<file path="src/rtl/config_frame_sequencer.sv">
// config_frame_sequencer: sync hunt, command decode and per-row distribution
// of configuration frame words, followed by a one-cycle frame commit strobe.
// Optional build macro: CONFIG_FRAME_CHECKSUM_EN adds a trailing XOR checksum
// word to every frame; a mismatch drops the frame and raises Error_O.
module config_frame_sequencer #(
  parameter int          FRAME_BITS_PER_ROW = 32,
  parameter int          ROW_SELECT_WIDTH   = 5,
  parameter int          NUM_ROWS           = 16,
  parameter int          FRAME_ADDR_WIDTH   = 16,
  parameter logic [31:0] SYNC_WORD          = 32'hFAB0_FAB1
) (
  input  logic                          CLK,
  input  logic                          resetn,
  input  logic [31:0]                   WordData_I,
  input  logic                          WordValid_I,
  output logic                          WordReady_O,
  output logic [FRAME_BITS_PER_ROW-1:0] FrameData_O,
  output logic [ROW_SELECT_WIDTH-1:0]   RowSelect_O,
  output logic [FRAME_ADDR_WIDTH-1:0]   FrameAddr_O,
  output logic                          FrameStrobe_O,
  output logic                          Busy_O,
  output logic                          Error_O
);

  localparam logic [2:0] S_HUNT    = 3'd0;
  localparam logic [2:0] S_CMD     = 3'd1;
  localparam logic [2:0] S_DATA    = 3'd2;
  localparam logic [2:0] S_COMMIT1 = 3'd3;
  localparam logic [2:0] S_COMMIT2 = 3'd4;

  localparam logic [7:0] OP_DESYNC = 8'h00;
  localparam logic [7:0] OP_WRITE  = 8'h01;

  // One extra counter bit so the checksum slot (NUM_ROWS+1) never wraps.
  localparam int             CW       = ROW_SELECT_WIDTH + 1;
  localparam logic [CW-1:0]  ROW_ONE  = CW'(1);
  localparam logic [CW-1:0]  LAST_ROW = CW'(NUM_ROWS);
`ifdef CONFIG_FRAME_CHECKSUM_EN
  localparam logic [CW-1:0]  CSUM_ROW = CW'(NUM_ROWS + 1);
`endif

  logic [2:0]                    state, state_nxt;
  logic [CW-1:0]                 row_cnt, row_cnt_nxt;
  logic [FRAME_BITS_PER_ROW-1:0] data_nxt;
  logic [ROW_SELECT_WIDTH-1:0]   rsel_nxt;
  logic [FRAME_ADDR_WIDTH-1:0]   addr_nxt;
  logic                          strobe_nxt;
  logic                          err_nxt;
  logic                          ready_state;
  logic                          accept;
  logic [7:0]                    opcode;
`ifdef CONFIG_FRAME_CHECKSUM_EN
  logic [31:0]                   csum, csum_nxt;
`endif

  // Ready is a pure state decode, forced low while reset is held.
  assign ready_state = (state == S_HUNT) || (state == S_CMD) || (state == S_DATA);
  assign WordReady_O = resetn & ready_state;
  assign accept      = WordValid_I & WordReady_O;
  assign opcode      = WordData_I[31:24];

  // Next-state and next-output decode; row select defaults to idle each cycle.
  always_comb begin
    state_nxt   = state;
    row_cnt_nxt = row_cnt;
    data_nxt    = FrameData_O;
    rsel_nxt    = '0;
    addr_nxt    = FrameAddr_O;
    strobe_nxt  = 1'b0;
    err_nxt     = Error_O;
`ifdef CONFIG_FRAME_CHECKSUM_EN
    csum_nxt    = csum;
`endif
    case (state)
      S_HUNT: begin
        if (accept && (WordData_I == SYNC_WORD)) begin
          state_nxt = S_CMD;
          err_nxt   = 1'b0;
        end
      end
      S_CMD: begin
        if (accept) begin
          case (opcode)
            OP_WRITE: begin
              addr_nxt    = WordData_I[FRAME_ADDR_WIDTH-1:0];
              row_cnt_nxt = ROW_ONE;
              state_nxt   = S_DATA;
`ifdef CONFIG_FRAME_CHECKSUM_EN
              csum_nxt    = '0;
`endif
            end
            OP_DESYNC: state_nxt = S_HUNT;
            default: begin
              err_nxt   = 1'b1;
              state_nxt = S_HUNT;
            end
          endcase
        end
      end
      S_DATA: begin
        if (accept) begin
`ifdef CONFIG_FRAME_CHECKSUM_EN
          if (row_cnt == CSUM_ROW) begin
            // Checksum slot: no row is driven, frame data keeps the last row.
            if (WordData_I == csum) begin
              state_nxt = S_COMMIT1;
            end else begin
              err_nxt   = 1'b1;
              state_nxt = S_HUNT;
            end
          end else begin
            data_nxt    = WordData_I;
            rsel_nxt    = row_cnt[ROW_SELECT_WIDTH-1:0];
            row_cnt_nxt = row_cnt + ROW_ONE;
            csum_nxt    = csum ^ WordData_I;
          end
`else
          data_nxt    = WordData_I;
          rsel_nxt    = row_cnt[ROW_SELECT_WIDTH-1:0];
          row_cnt_nxt = row_cnt + ROW_ONE;
          if (row_cnt == LAST_ROW) state_nxt = S_COMMIT1;
`endif
        end
      end
      // Last row is being captured downstream; strobe goes out next cycle.
      S_COMMIT1: begin
        state_nxt  = S_COMMIT2;
        strobe_nxt = 1'b1;
      end
      S_COMMIT2: state_nxt = S_CMD;
      default:   state_nxt = S_HUNT;
    endcase
  end

  // State and registered outputs; reset aborts any frame in flight.
  always_ff @(posedge CLK or negedge resetn) begin
    if (!resetn) begin
      state         <= S_HUNT;
      row_cnt       <= ROW_ONE;
      FrameData_O   <= '0;
      RowSelect_O   <= '0;
      FrameAddr_O   <= '0;
      FrameStrobe_O <= 1'b0;
      Busy_O        <= 1'b0;
      Error_O       <= 1'b0;
    end else begin
      state         <= state_nxt;
      row_cnt       <= row_cnt_nxt;
      FrameData_O   <= data_nxt;
      RowSelect_O   <= rsel_nxt;
      FrameAddr_O   <= addr_nxt;
      FrameStrobe_O <= strobe_nxt;
      Busy_O        <= (state_nxt != S_HUNT);
      Error_O       <= err_nxt;
    end
  end

`ifdef CONFIG_FRAME_CHECKSUM_EN
  // Running XOR of the current frame's data words.
  always_ff @(posedge CLK or negedge resetn) begin
    if (!resetn) csum <= '0;
    else         csum <= csum_nxt;
  end
`endif

endmodule

</file>
<file path="config.mk">
export PLATFORM = sky130hd
export DESIGN_NAME = config_frame_sequencer
export DESIGN_NICKNAME = d
export VERILOG_FILES = /design/src/rtl/config_frame_sequencer.sv
export SDC_FILE = /design/constraint.sdc
export NUM_CORES = 1
export LEC_CHECK = 0
export ABC_AREA = 1
export CORE_MARGIN = 4
export CORE_UTILIZATION = 28
export DETAILED_ROUTE_END_ITERATION = 7
export DONT_BUFFER_PORTS = 1
export PLACE_DENSITY_LB_ADDON = 0.12
export SETUP_SLACK_MARGIN = 0.4
export SLEW_MARGIN = 15
export SYNTH_ARGS = -nofsm -noshare
export SYNTH_HDL_FRONTEND = slang
export SYNTH_SLANG_ARGS = --single-unit
</file>
<file path="constraint.sdc">
create_clock -name CLK -period 1.66 [get_ports CLK]
set_input_delay 0.498 -clock CLK [delete_from_list [all_inputs] [get_ports CLK]]
set_output_delay 0.498 -clock CLK [all_outputs]
set_load 0.005 [all_outputs]
</file>
# Word-level counts from Yosys, hierarchy flattened
# Index checks and enable logic that the tools add are counted.
# word_totals
regBits,65
in_bits,35
output_inout_bits,57
word_cells,53
# op_classes
add_sub_neg,1
eq_ne,12
muxes,17
bitwise,2
reduce_logical,13
# ops
cell,n
"== test 32 bit, second input constant",1
two-way mux 6 bit,3
one-hot mux 3 bit (5 select lines),1
two-way mux 3 bit,4
one-hot mux 6 bit (2 select lines),1
two-way mux 5 bit,2
"== test 8 x 1 -> 1 bit, second input constant",1
zero test 8 bit,1
AND reduction 4 bit,2
"adder 6 x 1 -> 6 bit, second input constant",1
"== test 3 x 2 -> 1 bit, second input constant",2
"== test 6 x 5 -> 1 bit, second input constant",1
"inequality test 2 bit, second input constant",3
two-way mux 1 bit,4
"inequality test 2 x 1 -> 1 bit, second input constant",2
nonzero test 2 bit,2
"== test 3 x 1 -> 1 bit, second input constant",1
"== test 3 bit, second input constant",1
zero test 3 bit,1
AND reduction 3 bit,1
nonzero test 3 bit,1
bitwise AND 1 bit,2
logical OR 1 bit,2
two-way mux 2 bit,1
other kinds (4),4

# Logic depth before layout (Yosys ltp)
# depth
depth_word,9
mapped_depth,8
mapped_depth_nobuf,8

# Worst setup path before layout
# OpenSTA, ideal clock, no wires.
# synth_timing
path_kind,input port to flip-flop
from,input WordData_I[26]
to,register FrameAddr_O[13]
setup_ns,0.118
t_arrival_ns,1.303
required_time_ns,1.542
slack_ns,0.239
stages,7
n_path_buf,1
path_cell_list,inv_1 nand3_1 nor2_1 nand3_4 buf_6 nand2_1 o21ai_2
# synth_via
elab_chain_cells,2
# synth_rtl
element,line_no,rtl
from (decl),14,"input logic [31:0] WordData_I,"
== test 8 x 1 -> 1 bit,83,case (opcode)
AND reduction 3 bit (no line),-,
to (signal assigned),151,FrameAddr_O <= addr_nxt;
to (decl),19,"output logic [FRAME_ADDR_WIDTH-1:0] FrameAddr_O,"
# No other way between the ends.
# A chain may end at the register's enable or synchronous reset.

# Final worst setup path
# layout_timing
from,register state[1]
to,register FrameAddr_O[3]
# layout_via
elab_chain_cells,6
elab_cells_between_ends,8
classes_between,eq/ne: 2; bitwise: 2; reduce/logical: 4
# layout_rtl
element,line_no,rtl
from (decl),42,"logic [2:0] state, state_nxt;"
from (signal assigned),147,state <= state_nxt;
== test 3 x 1 -> 1 bit / zero test 3 bit (equally long branches),"57, 74",
logical OR 1 bit (2 in series),57,assign ready_state = (state == S_HUNT) || (state == S_CMD) || (state == S_DATA);
bitwise AND 1 bit,58,assign WordReady_O = resetn & ready_state;
bitwise AND 1 bit,59,assign accept = WordValid_I & WordReady_O;
AND reduction 3 bit (no line) *,-,
# Mark *: on every way between the ends. The rest lies on a longest branch, timed or not.

==> key figures <==
Outcome
  • Status: complete, but fails checks
  • Violations in the final reports: negative hold slack

Routing
  • Remaining DRCs: 0
  • Violation count after the first detailed-routing iteration: 126
  • Final wirelength: roughly 8500 um
  • Length of routed met2 wiring: 3870 um
  • Via Count: 2267
  • Uppermost layer routed: met4
  • Detail-routed via count per cell: ~4.5
  • Detailed-route wire length on metal 1: 3500 um
  • First-pass iteration count of the detailed router: 4
  • Routed len/inst: 16.9 um
  • Met3 Wirelength: 1010 um
  • DRT antenna net count: 0

Logic synthesis
  • Number of synthesized register bits: 65
  • Synth Warn #: 0
  • Synth unique cells: 21
  • Cell area after synthesis: 3040 um2
  • Synthesized net count: 361
  • Share of synthesized area occupied by flip-flops and latches: 53.5%
  • Synth Area per Inst: approximately 9.4 um2
  • Post-synthesis cell count: about 320

Floorplanning
  • Number of top-level pins: 92
  • Effective utilization at floorplan: 29.1%
  • Core region area: 10500 um2
  • Area of the die: 12600 um2
  • Height of the die: between 100 and 150 um
  • Horizontal extent of the die: 112 um
  • Cell row count: 37

Worst setup path
  • Highest fanout seen on the critical path: 6
  • Arrival time reported for the critical path endpoint: 1760 ps
  • Critical Path Source: state[1]
  • Reg-to-reg setup timing slack: 170 ps
  • Launching element type of the critical path: register
  • Critical path destination: FrameAddr_O[3]
  • Crit path capture type: register
  • Data required time of the critical path: slightly below 2000 ps
  • Worst reg2reg path endpoint: FrameAddr_O[3]
  • Depth of the most critical reg-to-reg path: 8
  • Critical path start-end classification: register to register
  • Launching point of the worst reg2reg path: state[1]

Power
  • Clock power frac: 24.1%
  • Power share of the combinational group: 30.3%
  • NetSw: 0.00207 W
  • Peak supply drop: between 0.5 and 0.6 mV
  • Sequential power share: approximately 46%
  • Static leakage: 1.92 nW
  • Int Power: roughly 0.0037 W
  • Power density over the cells: around 1400 nW/um2
  • Fraction of power spent switching nets: between 30% and 40%

Clock network
  • Clock tree buffer depth: 2
  • Clock transition at the registers of the reported paths: 80 ps
  • Latest clock arrival within the worst-skew pair: 340 ps
  • Clock tree from TritonCTS: yes
  • Number of H-tree levels: 3
  • Sink Count: 65
  • Library cell used as clock root buffer: clkbuf_8
  • TritonCTS Buffers: 9

STA
  • Headroom to the max-slew limit: between 70% and 80%
  • Tightest Pin Transition: 298 ps
  • Setup repair after global routing missed its margin: true
  • Post-Route Hold Slack: -162 ps
  • Final setup skew: roughly 7.4 ps
  • Fmax: 673 MHz
  • Count of final setup violators: 0
  • Max-slew violations: 0
  • Clock period minus worst slack: approximately 1500 ps
  • Accumulated negative setup slack: 0 ps
  • Number of hold violations in the final report: 64
  • Final cycle utilization of the critical path: 89.6%

Final layout
  • Final Instance Area: around 4100 um2
  • Most frequent cells in the layout: dfrtp_1 (63), nand2_1 (44), o21ai_2 (37)
  • Non-Filler Instances: ~500
  • Syn-to-layout area delta: 35.6%
  • Most common library cell in the layout ignoring fill and taps: dfrtp_1
  • Antenna Diode Count: 0
  • Total of fill cells in the finished design: 1048
  • Post-layout net count: 400
  • Layout cells sized above 1: 42.1%

Job
  • Number of maximum-capacitance violations: 0

Place
  • Cell area after placement: 3270 um2
  • DP HPWL: 5550 um
  • GP Congestion: 0.785
  • # placed instances: 457
  • IO Port Bufs: 0

Global routing
  • Global-route usage over all layers: a little over an eighth
  • Via count of the first global-routing pass: between 2000 and 2500
  • Largest net degree at the start of global routing: 68
  • Overflow after GRT: 0
  • Wire length of the first global-routing pass: 13100 um
  • Initial antenna violation count: 0

Min path
  • Kind of path behind the tightest hold check: input pin to async pin
==> power by group through the flow <==
| stage | combinational (W) | sequential (W) | clock (W) |
|---|---|---|---|
| after floorplan | 0.00101 | 0.00244 | 0 |
| after global placement | 0.00114 | 0.00261 | 0 |
| after detailed placement | 0.00115 | 0.00260 | 0 |
| after CTS | 0.00140 | 0.00258 | 0.00146 |
| after global routing | 0.00195 | 0.00272 | 0.00152 |
| final | 0.00174 | 0.00263 | 0.00139 |
==> per-stage QoR <==
stage	total power, W	setup WS, ps	hold WS, ps	utilization (%)
2_1_floorplan	0.00344	331	202	-
3_3_place_gp	0.00375	90.2	204	31.2
3_5_place_dp	0.00376	77.0	205	31.2
4_1_cts	0.00544	166	-187	35.7
5_1_grt	0.00619	89.7	-187	39.4
6_report	0.00576	173	-162	39.4
==> registers in the layout (all words and copies together), names as in the netlist <==
| name | count |
|---|---|
| RowSelect_O | 5 |
| FrameStrobe_O | 1 |
| Error_O | 1 |
| FrameAddr_O | 16 |
| Busy_O | 1 |
| row_cnt | 6 |
| state | 3 |
| FrameData_O | 32 |
==> cells in the mapped netlist <==
cell type / number / area, um2
nand2_4: 1 / 11.3
o21ai_1: 10 / 50.1
nand2_1: 76 / 285
dfrtp_1: 64 / 1600
nand4_1: 9 / 56.3
inv_2: 2 / 7.51
nor3_1: 5 / 25.0
xor2_1: 4 / 35.0
o21ai_2: 36 / 315
nand3_4: 1 / 17.5
nor2_1: 34 / 128
nand3_1: 24 / 120
nand2_8: 1 / 20.0
ha_1: 2 / 25.0
dfstp_2: 1 / 26.3
inv_1: 39 / 146
buf_6: 10 / 113
nand4_4: 1 / 21.3
bufinv_8: 1 / 17.5
nand2_2: 1 / 6.26
nor2_2: 2 / 12.5
==> repair_timing <==
item,in CTS,in global routing
pin swaps,7,10
endpoints found under the hold margin,65,65
cloned,4,5
buffers inserted,14,8
gates resized for setup,20,58
endpoints found under the setup margin,114,114
==> worst min-delay path by stage <==
stage / slack [ps] / start / to
after global placement: 200 / resetn / FrameAddr_O[7]
final: -160 / resetn / FrameAddr_O[7]
after global routing: -190 / resetn / FrameAddr_O[7]
after CTS: -190 / resetn / FrameAddr_O[7]
after floorplan: 200 / resetn / Busy_O
after detailed placement: 200 / resetn / FrameAddr_O[7]
==> cells by family after synthesis <==
logic type | count (synthesis) | share of synthesized area [%]
buffers and inverters | 52 | 9.34
xor gates and xnor gates | 4 | 1.15
DFF | 65 | 53.5
AOI/OAI and AO/OA | 46 | 12.0
and+or+nand+nor | 155 | 23.1
adders and majority gates | 2 | 0.823
==> metal layers <==
layer,global-route usage (%),up-vias
met5,0,-
met4,4.33,0
met3,7.60,11
met2,19.6,75
met1,16.7,1055
li1,-,1126
==> layout make-up <==
class	instances	area, um2	area share, %
sequential	65	1630	39.5
multi-input combinational	211	1460	35.5
timing repair buffer	34	488	11.8
inverter	42	173	4.19
tap	136	170	4.13
clock buffer	13	159	3.86
clock inverter	3	40.0	0.971
==> worst max-delay path: stages (launching register included) <==
cell	delay, ps
dfrtp_1	410
nand2_2	100
buf_6	100
nand4_4	120
inv_8	140
nand3_4	130
buf_6	160
clkbuf_16	150
o21ai_2	100
No activity file was read; power rests on OpenSTA's default activity.
